===== config.mk =====
export PLATFORM = sky130hd
export DESIGN_NAME = proc_sequencer
export DESIGN_NICKNAME = d
export VERILOG_FILES = /design/src/rtl/proc_seq_pkg.sv /design/src/rtl/seq_watchdog.sv /design/src/rtl/proc_sequencer.sv
export SDC_FILE = /design/constraint.sdc
export NUM_CORES = 1
export LEC_CHECK = 0
export ABC_AREA = 1
export CAP_MARGIN = 0
export CORE_UTILIZATION = 48
export CTS_CLUSTER_SIZE = 16
export DETAILED_ROUTE_END_ITERATION = 8
export HOLD_SLACK_MARGIN = 0.15
export PLACE_DENSITY_LB_ADDON = 0.15
export SETUP_SLACK_MARGIN = 0.2
export SLEW_MARGIN = 0
export SYNTH_ARGS = -nofsm -noshare
export SYNTH_HDL_FRONTEND = slang
export SYNTH_SLANG_ARGS = --single-unit

===== constraint.sdc =====
create_clock -name Clock -period 2.12 [get_ports Clock]
set_input_delay 0.424 -clock Clock [delete_from_list [all_inputs] [get_ports Clock]]
set_output_delay 0.424 -clock Clock [all_outputs]
set_load 0.05 [all_outputs]

===== src/rtl/proc_seq_pkg.sv =====
// proc_seq_pkg: shared states, opcodes and word width for the proc3 sequencer
package proc_seq_pkg;
  localparam int WORD_W = 9;
  typedef enum logic [2:0] {IDLE, FETCH, ISSUE, EXEC, HALT, PAUSE} state_e;
  localparam logic [2:0] OP_MV   = 3'b000;
  localparam logic [2:0] OP_MVI  = 3'b001;
  localparam logic [2:0] OP_ADD  = 3'b010;
  localparam logic [2:0] OP_SUB  = 3'b011;
  localparam logic [2:0] OP_HALT = 3'b111;
endpackage


===== src/rtl/seq_watchdog.sv =====
// seq_watchdog: loadable down-counter that flags expiry while enabled and at zero
module seq_watchdog #(
  parameter int W = 3
) (
  input  logic         clk_i,
  input  logic         rst_ni,
  input  logic         load_i,
  input  logic [W-1:0] load_val_i,
  input  logic         en_i,
  output logic         expire_o
);
  logic [W-1:0] cnt_q, cnt_d;
  assign expire_o = en_i && cnt_q == '0;
  // reload on request, otherwise count down while enabled and stop at zero
  always_comb cnt_d = load_i ? load_val_i : (en_i && cnt_q != '0) ? cnt_q - W'(1) : cnt_q;
  // counter register
  always_ff @(posedge clk_i) begin
    if (!rst_ni) cnt_q <= '0;
    else         cnt_q <= cnt_d;
  end
endmodule


===== src/rtl/proc_sequencer.sv =====
// proc_sequencer: fetch/issue/exec sequencer driving proc3 from a synchronous ROM; PROC_SEQ_SINGLE_STEP_EN adds Step and a PAUSE state
module proc_sequencer
  import proc_seq_pkg::*;
#(
  parameter int AW       = 5,
  parameter int PROG_LEN = 32,
  parameter int WAIT_MAX = 4
) (
  input  logic              Clock,
  input  logic              Resetn,
  input  logic              Start,
  output logic [AW-1:0]     MemAddr,
  input  logic [WORD_W-1:0] MemQ,
  output logic [WORD_W-1:0] DIN,
  output logic              Run,
  input  logic              Done,
  output logic [AW-1:0]     Pc,
  output logic              Busy,
  output logic              Halted,
  output logic              Err,
  output logic [7:0]        InstrCount
`ifdef PROC_SEQ_SINGLE_STEP_EN
  ,
  input  logic              Step
`endif
);
  localparam int WW = $clog2(WAIT_MAX + 1);
  // one extra PC bit so that PC can reach PROG_LEN when it equals 2^AW
  localparam logic [AW:0] LEN = (AW+1)'(PROG_LEN);
  state_e      state_q, state_d;
  logic [AW:0] pc_q, pc_d, pc_inc;
  logic [2:0]  op_q, op_d, mem_op;
  logic [7:0]  cnt_q, cnt_d;
  logic        err_q, err_d, issue_ok, expire;
  assign pc_inc   = pc_q + (AW+1)'(1);
  assign mem_op   = MemQ[8:6];
  assign issue_ok = state_q == ISSUE && mem_op != OP_HALT && !(mem_op == OP_MVI && pc_inc == LEN);
  assign Run        = issue_ok;
  assign DIN        = (issue_ok || state_q == EXEC) ? MemQ : '0;
  assign MemAddr    = state_q == ISSUE ? pc_inc[AW-1:0] : pc_q[AW-1:0];
  assign Pc         = pc_q[AW-1:0];
  assign Busy       = state_q inside {FETCH, ISSUE, EXEC};
  assign Halted     = state_q == HALT;
  assign Err        = err_q;
  assign InstrCount = cnt_q;
  seq_watchdog #(.W(WW)) u_wd (
    .clk_i      (Clock),
    .rst_ni     (Resetn),
    .load_i     (issue_ok),
    .load_val_i (WW'(WAIT_MAX - 1)),
    .en_i       (state_q == EXEC),
    .expire_o   (expire)
  );
  // next state: instruction walk, with Start from any non-busy state restarting at address 0
  always_comb begin
    state_d = state_q;
    pc_d    = pc_q;
    op_d    = op_q;
    err_d   = err_q;
    cnt_d   = cnt_q;
    case (state_q)
      FETCH: state_d = pc_q == LEN ? HALT : ISSUE;
      ISSUE: begin
        if (issue_ok) begin
          pc_d    = pc_inc;
          op_d    = mem_op;
          state_d = EXEC;
        end else begin
          err_d   = err_q | (mem_op != OP_HALT);
          state_d = HALT;
        end
      end
      EXEC: begin
        if (Done) begin
          cnt_d   = cnt_q + {7'd0, cnt_q != 8'hff};
          pc_d    = op_q == OP_MVI ? pc_inc : pc_q;
`ifdef PROC_SEQ_SINGLE_STEP_EN
          state_d = PAUSE;
`else
          state_d = FETCH;
`endif
        end else if (expire) begin
          err_d   = 1'b1;
          state_d = HALT;
        end
      end
`ifdef PROC_SEQ_SINGLE_STEP_EN
      PAUSE: state_d = Step ? FETCH : PAUSE;
`endif
      default: ;
    endcase
    if (Start && !Busy) begin
      pc_d    = '0;
      cnt_d   = '0;
      err_d   = 1'b0;
      state_d = FETCH;
    end
  end
  // state registers
  always_ff @(posedge Clock) begin
    if (!Resetn) begin
      state_q <= IDLE;
      pc_q    <= '0;
      op_q    <= OP_MV;
      err_q   <= 1'b0;
      cnt_q   <= '0;
    end else begin
      state_q <= state_d;
      pc_q    <= pc_d;
      op_q    <= op_d;
      err_q   <= err_d;
      cnt_q   <= cnt_d;
    end
  end
endmodule


**Yosys cells after proc, flatten, opt, wreduce, memory -nomap -nowiden**

Cells that the tools add are included.

- Add/subtract/negate cells: 3
- Multipliers: 0
- Div/mod/pow operators: 0
- Magnitude comparators: 0
- Equal/unequal tests: 18
- Shift operators: 0
- Mux-type cells: 18
- Bitwise logic cells: 2
- Reduce and logical (&&, ||, !) cells: 23

Operator list:

| operator | number |
|---|---|
| two-way mux 6 bit | 3 |
| equality test 6 bit, second input constant | 2 |
| two-way mux 3 bit | 4 |
| inequality test 2 bit, second input constant | 6 |
| one-hot mux 6 bit (2 select lines) | 1 |
| equality test 3 x 1 -> 1 bit, second input constant | 3 |
| two-way mux 9 bit | 1 |
| one-hot mux 3 bit (3 select lines) | 1 |
| adder 8 x 1 -> 8 bit | 1 |
| inequality test 8 bit, second input constant | 1 |
| AND reduction 2 bit | 4 |
| AND reduction 4 bit | 2 |
| adder 6 x 1 -> 6 bit, second input constant | 1 |
| equality test 3 x 2 -> 1 bit, second input constant | 2 |
| logical AND 1 bit | 6 |
| inequality test 3 bit, second input constant | 2 |
| nonzero test 3 bit | 2 |
| two-way mux 5 bit | 1 |
| two-way mux 1 bit | 4 |
| two-way mux 2 bit | 2 |
| inequality test 4 bit, second input constant | 1 |
| nonzero test 2 bit | 2 |
| nonzero test 4 bit | 1 |
| OR reduction 2 bit | 2 |
| 8 further kinds | 9 |

- Bits in registers: 24
- Latch bits: 0
- RAM bits: 0
- Memory bits (read-only): 0
- Bits of input ports: 13
- Output and inout port bits: 31
- Logic and storage cells: 72
- Memories kept: 0

**Logic depth before layout (Yosys ltp)**

Gate-level depths: netlist (run 1).

- Depth after elaboration: 8
- Depth in mapped cells: 14
- Depth with buffers taken out: 13

**Modules after synthesis**

Synthesis (run 1) repeated with hierarchy kept, for this count alone.

- Cell total of the unflattened synthesis: 238
- Area, all modules: 1616.6 µm²

By module, submodules not included:

| module | instances | cells each | area each (µm²) | sequential area each (µm²) |
|---|---|---|---|---|
| proc_sequencer | 1 | 206 | 1401.3 | 420.4 |
| seq_watchdog | 1 | 32 | 215.2 | 60.1 |

**Worst setup path before layout (run 1)**

No wires, ideal clock.

- Path kind: register to output
- Start point: reg pc_q[1]
- End point: out DIN[0]
- Arrival: 2.138 ns
- Required time: 1.696 ns
- Path slack: -0.442 ns
- Stages on the path, launching flop included: 9
- Cell sequence: dfxtp_1 > ha_1 > nand3_1 > xor2_1 > nand3_1 > nand2_4 > inv_2 > nor2_2 > nor2_1

- Word-level cells in the longest chain between the ends: 7

RTL lines:

| what | RTL line | source |
|---|---|---|
| start, declared | proc_sequencer.sv:31 | `logic [AW:0] pc_q, pc_d, pc_inc;` |
| start signal, assigned | proc_sequencer.sv:109 | `pc_q <= pc_d;` |
| adder 6 x 1 -> 6 bit | proc_sequencer.sv:35 | `assign pc_inc = pc_q + (AW+1)'(1);` |
| equality test 6 bit | proc_sequencer.sv:37 | `assign issue_ok = state_q == ISSUE && mem_op != OP_HALT && !(mem_op == OP_MVI && pc_inc == LEN);` |
| logical AND 1 bit | proc_sequencer.sv:37 |  |
| logical NOT 1 bit | proc_sequencer.sv:37 |  |
| logical AND 1 bit | proc_sequencer.sv:37 |  |
| net Run | proc_sequencer.sv:15 | `output logic Run,` |
| logical OR 1 bit | proc_sequencer.sv:39 | `assign DIN = (issue_ok \|\| state_q == EXEC) ? MemQ : '0;` |
| two-way mux 9 bit | proc_sequencer.sv:39 |  |
| end, declared | proc_sequencer.sv:14 | `output logic [WORD_W-1:0] DIN,` |

The timed path passes the listed nets, and every way through them passes these cells.

**Worst setup path in the final report (run 1)**

- Start point: reg pc_q[0]
- End point: out DIN[3]

- Word-level cells in the longest chain between the ends: 7

RTL lines:

| what | RTL line |
|---|---|
| adder 6 x 1 -> 6 bit | proc_sequencer.sv:35 |
| equality test 6 bit | proc_sequencer.sv:37 |
| logical AND 1 bit | proc_sequencer.sv:37 |
| logical NOT 1 bit | proc_sequencer.sv:37 |
| logical AND 1 bit | proc_sequencer.sv:37 |
| logical OR 1 bit | proc_sequencer.sv:39 |
| two-way mux 9 bit | proc_sequencer.sv:39 |

No other way between the ends.

==> flow_metrics.tcl, run 1 <==
set metrics [dict create \
    critPathSlowestCell "dfxtp_4" \
    met2_length_mm 2.71 \
    multiInputGateArea_um2 1070 \
    io_pins 44 \
    worstPathRequired_ps 1700 \
    yosys.area_share.adder_pct 5.61 \
    grt_usage_pct 26.8 \
    critPathBufInv 4 \
    yosysUniqueCellTypes 31 \
    synth_cells 224 \
    yosys.area_share.simple_pct 32.4 \
    path_cells "buf_4 > nand3_2 > nand2_2 > nand2_2 > nor2_2 > nand3_2 > nand2_4 > inv_8 > nor2_4 > clkbuf_16 > nor2_4 > buf_6" \
    dieArea_um2 3490 \
    synth_compound_area_share_pct 14.6 \
    finalMaxSlewViolations 0 \
    max-slew-margin-rel_pct 66.6 \
    grt_pass1_vias 1587 \
    crit_path_end_kind "output port" \
    cts_made_buffers 3 \
    cts_max_level 1 \
    power.share.clock_pct 6.1 \
    portBuffers 43 \
    antenna_found_initial 0 \
    root_buffer "clkbuf_4" \
    path_max_fanout 5 \
    min_period_ps 2500 \
    finalSetupViolations 11 \
    vias_per_cell 5.12 \
    synthMuxAreaShare_pct 0 \
    yosysSeqAreaShare_pct 30.8 \
    period_share_pct 118 \
    synth_xor_area_share_pct 1.68 \
    wl_met1_mm 1.94 \
    core_um2 3080 \
    cts.path.max_buffers 2 \
    place.gp.congestion 0.784 \
    grt_pass1_wl_mm 7.00 \
    fp.dieW_um 59.0 \
    avgSynthCellArea_um2 6.97 \
    p_per_area_nw_per_um2 1290 \
    post-dp-hpwl_mm 2.71 \
    status "complete, but fails checks" \
    postCtsHoldBufs 0 \
    die_h_um 59.0 \
    nNetsFinal 324 \
    p_comb_share_pct 74.3 \
    ant_nets 0 \
    syn-num-nets 244 \
    hold-worst-slack_ps 517 \
    firstDrtPassIters 4 \
    synth_top_family_by_area "simple AND/OR/NAND/NOR gates" \
    syn2layout_area_growth_pct 72.8 \
    num_antenna_cells 0 \
    top_layer "met4" \
    grt_max_degree 14 \
    start_util_pct 50.7 \
    fmax_mhz 400 \
    rsz0062_at_grt "yes" \
    wirelength_mm 5.01 \
    cts.clk_slew.worst_paths_ps 140 \
    wire_per_inst_um 14.4 \
    dp_worst_setup_slack_ps -328 \
    p_leak_nw 1.28 \
    p_switching_mw 1.78 \
    crit_path_start_kind "flip-flop" \
    hold_viol 0 \
    clk_latency_ps 320 \
    wl_met3_um 228 \
    num_rows 20 \
    critical_path.top_delay_family "simple AND/OR/NAND/NOR gates" \
    seq_area_um2 505 \
    final.fill_count 164 \
    first_iter_violations 79 \
    violations "setup timing" \
    path_class "reg -> out" \
    arrival_ps 2080 \
    drv_cap 0 \
    worst_slew_pin_slew_ps 500 \
    remaining_drc_errors 0 \
    power_frac_seq_pct 19.6 \
    slowest_delay_ps 420 \
    yosys_warnings 0 \
    cts_sinks 24 \
    num_vias 1777 \
    hold_class "reg -> reg" \
    grt_overflow_total 0 \
    drive_gt1_share_pct 44.2 \
    ir_drop_v 0.000846 \
    fin_skew_ps 12.1 \
    setup_tns_ps -3770 \
    synthesis.area_um2 1560 \
    fin_ws_ps -382 \
    intPower_mw 1.69 \
    synth_seq_cells 24 \
    cts_tree "done" \
    p_sw_share_pct 51.3 \
]
[worst register-to-register path: stages, from the launching register on]
cell     delay (ps)
dfxtp_4         420
buf_4           130
nand3_2          80
nand2_2          80
nand2_2          80
nor2_2          140
nand3_2         120
nand2_4         140
inv_8            40
buf_4           120
buf_6           110
buf_4           150
o21ai_1         160
a21oi_1          60
[worst paths after layout]
path                              start                         end  slack (ps)  cells after the start
max                pc_q[0]$_SDFFE_PP0P_                      DIN[3]        -380                     12
min          InstrCount[6]$_SDFFE_PP0P_  InstrCount[6]$_SDFFE_PP0P_         520                      1
max reg2reg        pc_q[0]$_SDFFE_PP0P_        op_q[0]$_SDFFE_PN0P_         190                     13
min reg2reg  InstrCount[6]$_SDFFE_PP0P_  InstrCount[6]$_SDFFE_PP0P_         520                      1
[cell usage in the layout (no fill, tap or decap), types with 2 or more instances in the layout]
master           count
inv_1               34
buf_4               31
nand2_1             26
buf_6               17
nor2_1              16
nand2_2             15
dfxtp_1             14
a21oi_1             14
dlygate4sd2_1       13
nor2_4              11
clkdlybuf4s50_1      9
o21ai_0              7
buf_12               7
inv_2                6
nand3_1              6
nor3_1               6
o21ai_1              6
dfxtp_4              5
dfxtp_2              5
ha_1                 5
nand2_4              4
nand3_2              4
o21ai_4              4
nor2_2               3
nand4_1              3
clkbuf_4             3
dlymetal6s2s_1       3
xor2_1               2
ha_4                 2
buf_8                2
[metrics by stage]
stage / area [um^2] / cells / power [mW] / utilization [%]
6_report: 2700 / 347 / 3.48 / 87.6
5_1_grt: 2700 / 347 / 3.65 / 87.6
4_1_cts: 2560 / 339 / 3.22 / 83.1
3_5_place_dp: 2270 / 320 / 2.67 / 73.9
3_3_place_gp: 2270 / 320 / 2.64 / 73.9
2_1_floorplan: 1690 / 224 / 2.04 / -
[cell type report]
cell class / count / area share, %
multi-input combinational: 148 / 39.5
timing repair buffer: 83 / 31.9
sequential: 24 / 18.7
inverter: 44 / 6.82
tap: 44 / 2.04
clock buffer: 3 / 0.835
clock inverter: 1 / 0.139
[sequential cells by signal (all words and copies together) (netlist names)]
signal and cells:
state_q 3, u_wd.cnt_q 3, op_q 3, pc_q 6, Err 1, InstrCount 8
[repair_timing]
item                       CTS  global route
pin swaps                    9             7
buffers inserted            14             8
setup endpoints to repair   25            31
cloned                       1             0
resized for setup           52            29
[metal layers]
metal	GRT usage [%]	vias to the layer above
li1	-	861
met1	30.4	832
met2	51.3	68
met3	5.02	16
met4	6.46	0
met5	0	-
[logic make-up after synthesis]
kind of cell / after synthesis
xor gates and xnor gates: 3
AOI/OAI and AO/OA: 38
and+or+nand+nor: 100
DFF: 24
adders and majority gates: 7
buffers and inverters: 52
[power groups by stage]
stage / combinational, mW / sequential [mW] / clock (mW)
2_1_floorplan: 1.37 / 0.672 / 0
3_3_place_gp: 1.97 / 0.668 / 0
3_5_place_dp: 2.00 / 0.671 / 0
4_1_cts: 2.35 / 0.661 / 0.211
5_1_grt: 2.72 / 0.695 / 0.236
6_report: 2.59 / 0.681 / 0.212
[cells in the mapped netlist, drive strengths merged]
library cell  count  area share, %
a21boi            1           0.48
ha                7            5.6
inv              43             10
buf               8            4.3
dfxtp            24             31
o21a              1           0.48
nand4             3            1.2
nor2             31            9.3
xor2              3            1.7
o21ai            17            5.4
nor3b             1           0.80
nor3              7            2.2
a31oi             1            1.4
o21bai            1           0.72
clkinv            1           0.32
or2               1           0.56
a2bb2oi           1           0.56
o211ai            1           0.48
a21oi            15            5.0
nand3            11            4.2
nand2            46             14
Power figures use the tool's default switching activity.
==> run 2: changes to the inputs <==
--- a/config.mk
+++ b/config.mk
@@ -11,7 +11,7 @@
 export CTS_CLUSTER_SIZE = 16
 export DETAILED_ROUTE_END_ITERATION = 8
 export HOLD_SLACK_MARGIN = 0.15
-export PLACE_DENSITY_LB_ADDON = 0.15
+export PLACE_DENSITY = 0.86
 export SETUP_SLACK_MARGIN = 0.2
 export SLEW_MARGIN = 0
 export SYNTH_ARGS = -nofsm -noshare
==> run 2 against run 1 <==
  * The run still ends with setup timing left
  * Clock-buffer cell count stayed put
  * Hold slack worse by 16 ps
  * Die area stayed put
  * First-iteration DRC count is 34% higher
  * Sequential power is 1% higher
  * Utilization is 1.5 points lower
  * Register-to-register slack worse by 20 ps
  * Cell count is 4.3% lower
  * Setup slack better by 46 ps
  * Clock power is 61% higher
  * Design area is 1.7% lower
  * Critical endpoint is now DIN[4]
  * Highest routed layer unchanged
==> flow_metrics.tcl, run 2 (synthesized netlist as in run 1, its figures left out) <==
set metrics [dict create \
    status "complete, but fails checks" \
    violations "setup timing" \
    cts_max_level 1 \
    grt_usage_pct 27.0 \
    fin_skew_ps 10.5 \
    dp.cells 317 \
    crit_path_end_kind "output port" \
    fp.dieW_um 59.0 \
    largest_register_ff_count 8 \
    vias_per_cell 5.33 \
    worstPathRequired_ps 1700 \
    period_share_pct 116 \
    worst_slew_pin_slew_ps 817 \
    grt_max_degree 15 \
    cts_made_buffers 3 \
    grt_pass1_wl_mm 7.13 \
    critPathSlowestCell "dfxtp_2" \
    path_cells "nand3_2 > nand2_1 > nand2_1 > nor2_2 > nand3_2 > nand2_4 > inv_8 > nor2_4 > buf_12 > nor2_4 > buf_8" \
    p_leak_nw 1.22 \
    clk_latency_ps 330 \
    first_iter_violations 106 \
    stdcell_area_um2 2650 \
    setup_tns_ps -3180 \
    finalSetupViolations 10 \
    hold_viol 0 \
    p_per_area_nw_per_um2 1330 \
    hold-worst-slack_ps 501 \
    drive_gt1_share_pct 44.4 \
    fin_util_pct 86.1 \
    place_area_um2 2250 \
    critical_path.top_delay_family "simple AND/OR/NAND/NOR gates" \
    place.gp.congestion 0.861 \
    critPathBufInv 3 \
    cts.path.max_buffers 2 \
    start_util_pct 50.7 \
    final.fill_count 162 \
    rsz0062_at_grt "yes" \
    portBuffers 43 \
    ant_nets 0 \
    syn2layout_area_growth_pct 69.8 \
    die_h_um 59.0 \
    num_rows 20 \
    drv_cap 0 \
    remaining_drc_errors 0 \
    grt_overflow_total 0 \
    hold_class "reg -> reg" \
    antenna_found_initial 0 \
    cts_tree "done" \
    fmax_mhz 407 \
    layout_commonest_cell "inv_1" \
    stdcell_count 332 \
    root_buffer "clkbuf_4" \
    dieArea_um2 3490 \
    arrival_ps 2030 \
    num_vias 1771 \
    min_period_ps 2460 \
    postCtsHoldBufs 0 \
    nNetsFinal 309 \
    ir_drop_v 0.000918 \
    cts_sinks 24 \
    layout_common_cells "inv_1, nand2_1, buf_4, nor2_1, dfxtp_1" \
    io_pins 44 \
    fin_ws_ps -336 \
    cts.clk_slew.worst_paths_ps 150 \
    firstDrtPassIters 4 \
    finalMaxSlewViolations 0 \
    wire_per_inst_um 15.5 \
    crit_path_start_kind "flip-flop" \
    core_um2 3080 \
    num_antenna_cells 0 \
    path_class "reg -> out" \
    slowest_delay_ps 470 \
    post-dp-hpwl_mm 2.84 \
    max-slew-margin-rel_pct 45.0 \
    grt_pass1_vias 1617 \
    wirelength_mm 5.13 \
    path_max_fanout 7 \
]
==> run 2: changes by cell type in the layout (fill, tap and decap cells not counted), sizes merged <==
cell | before | now
buf | 57 | 42
bufinv | 0 | 1
clkbuf | 4 | 3
clkdlybuf4s50 | 9 | 10
clkinv | 2 | 1
dlymetal6s2s | 3 | 2
nand3 | 11 | 12
==> run 2: timing repair <==
| item | 4_1_cts | 5_1_grt |
|---|---|---|
| endpoints found under the setup margin | 26 | 33 |
| cloned | 0 | 1 |
| resized for setup | 44 | 40 |
| pin swaps | 7 | 10 |
| buffers inserted | 7 | 3 |
| endpoints found under the hold margin | 0 | 0 |
==> run 2: worst min-delay path, cell delays in order, from the launching register on <==
cell     delay, ps
dfxtp_2        360
inv_4           70
a21oi_2         50
==> run 2: path summary, 6_finish.rpt <==
path / start / endpoint / slack (ps) / cells after the start
setup / recovery: pc_q[2]$_SDFFE_PP0P_ / DIN[4] / -340 / 11
hold / removal: state_q[2]$_SDFFE_PP0P_ / state_q[2]$_SDFFE_PP0P_ / 500 / 2
setup reg to reg: pc_q[2]$_SDFFE_PP0P_ / state_q[2]$_SDFFE_PP0P_ / 170 / 13
hold reg to reg: state_q[2]$_SDFFE_PP0P_ / state_q[2]$_SDFFE_PP0P_ / 500 / 2
==> run 2: layout make-up <==
class | count | area (um^2) | area share [%]
clock buffer | 3 | 22.5 | 0.849
inverter | 44 | 184 | 6.94
clock inverter | 1 | 30.0 | 1.13
tap | 44 | 55.1 | 2.08
timing repair buffer | 67 | 726 | 27.4
multi-input combinational | 149 | 1130 | 42.6
sequential | 24 | 505 | 19.1
==> run 2: routing by layer <==
layer | wire, um | up-vias | global-route usage [%] | part of all wire (%)
li1 | - | 832 | - | -
met1 | 2050 | 849 | 32.1 | 40
met2 | 2680 | 75 | 48.1 | 52
met3 | 282 | 15 | 4.80 | 5.5
met4 | 123 | 0 | 10.2 | 2.4
met5 | 0 | - | 0 | 0
==> run 2: metrics by stage <==
stage,worst slack (ps),power [mW]
global placement,-275,2.62
global route,-430,3.68
floorplan,-180,2.04
detailed placement,-337,2.66
CTS,-248,3.20
finish,-336,3.52
==> run 2: report_power, final <==
part           total [mW]  switching [mW]  internal [mW]
clock network       0.341           0.150          0.191
logic                2.49            1.51          0.979
registers           0.689           0.131          0.558
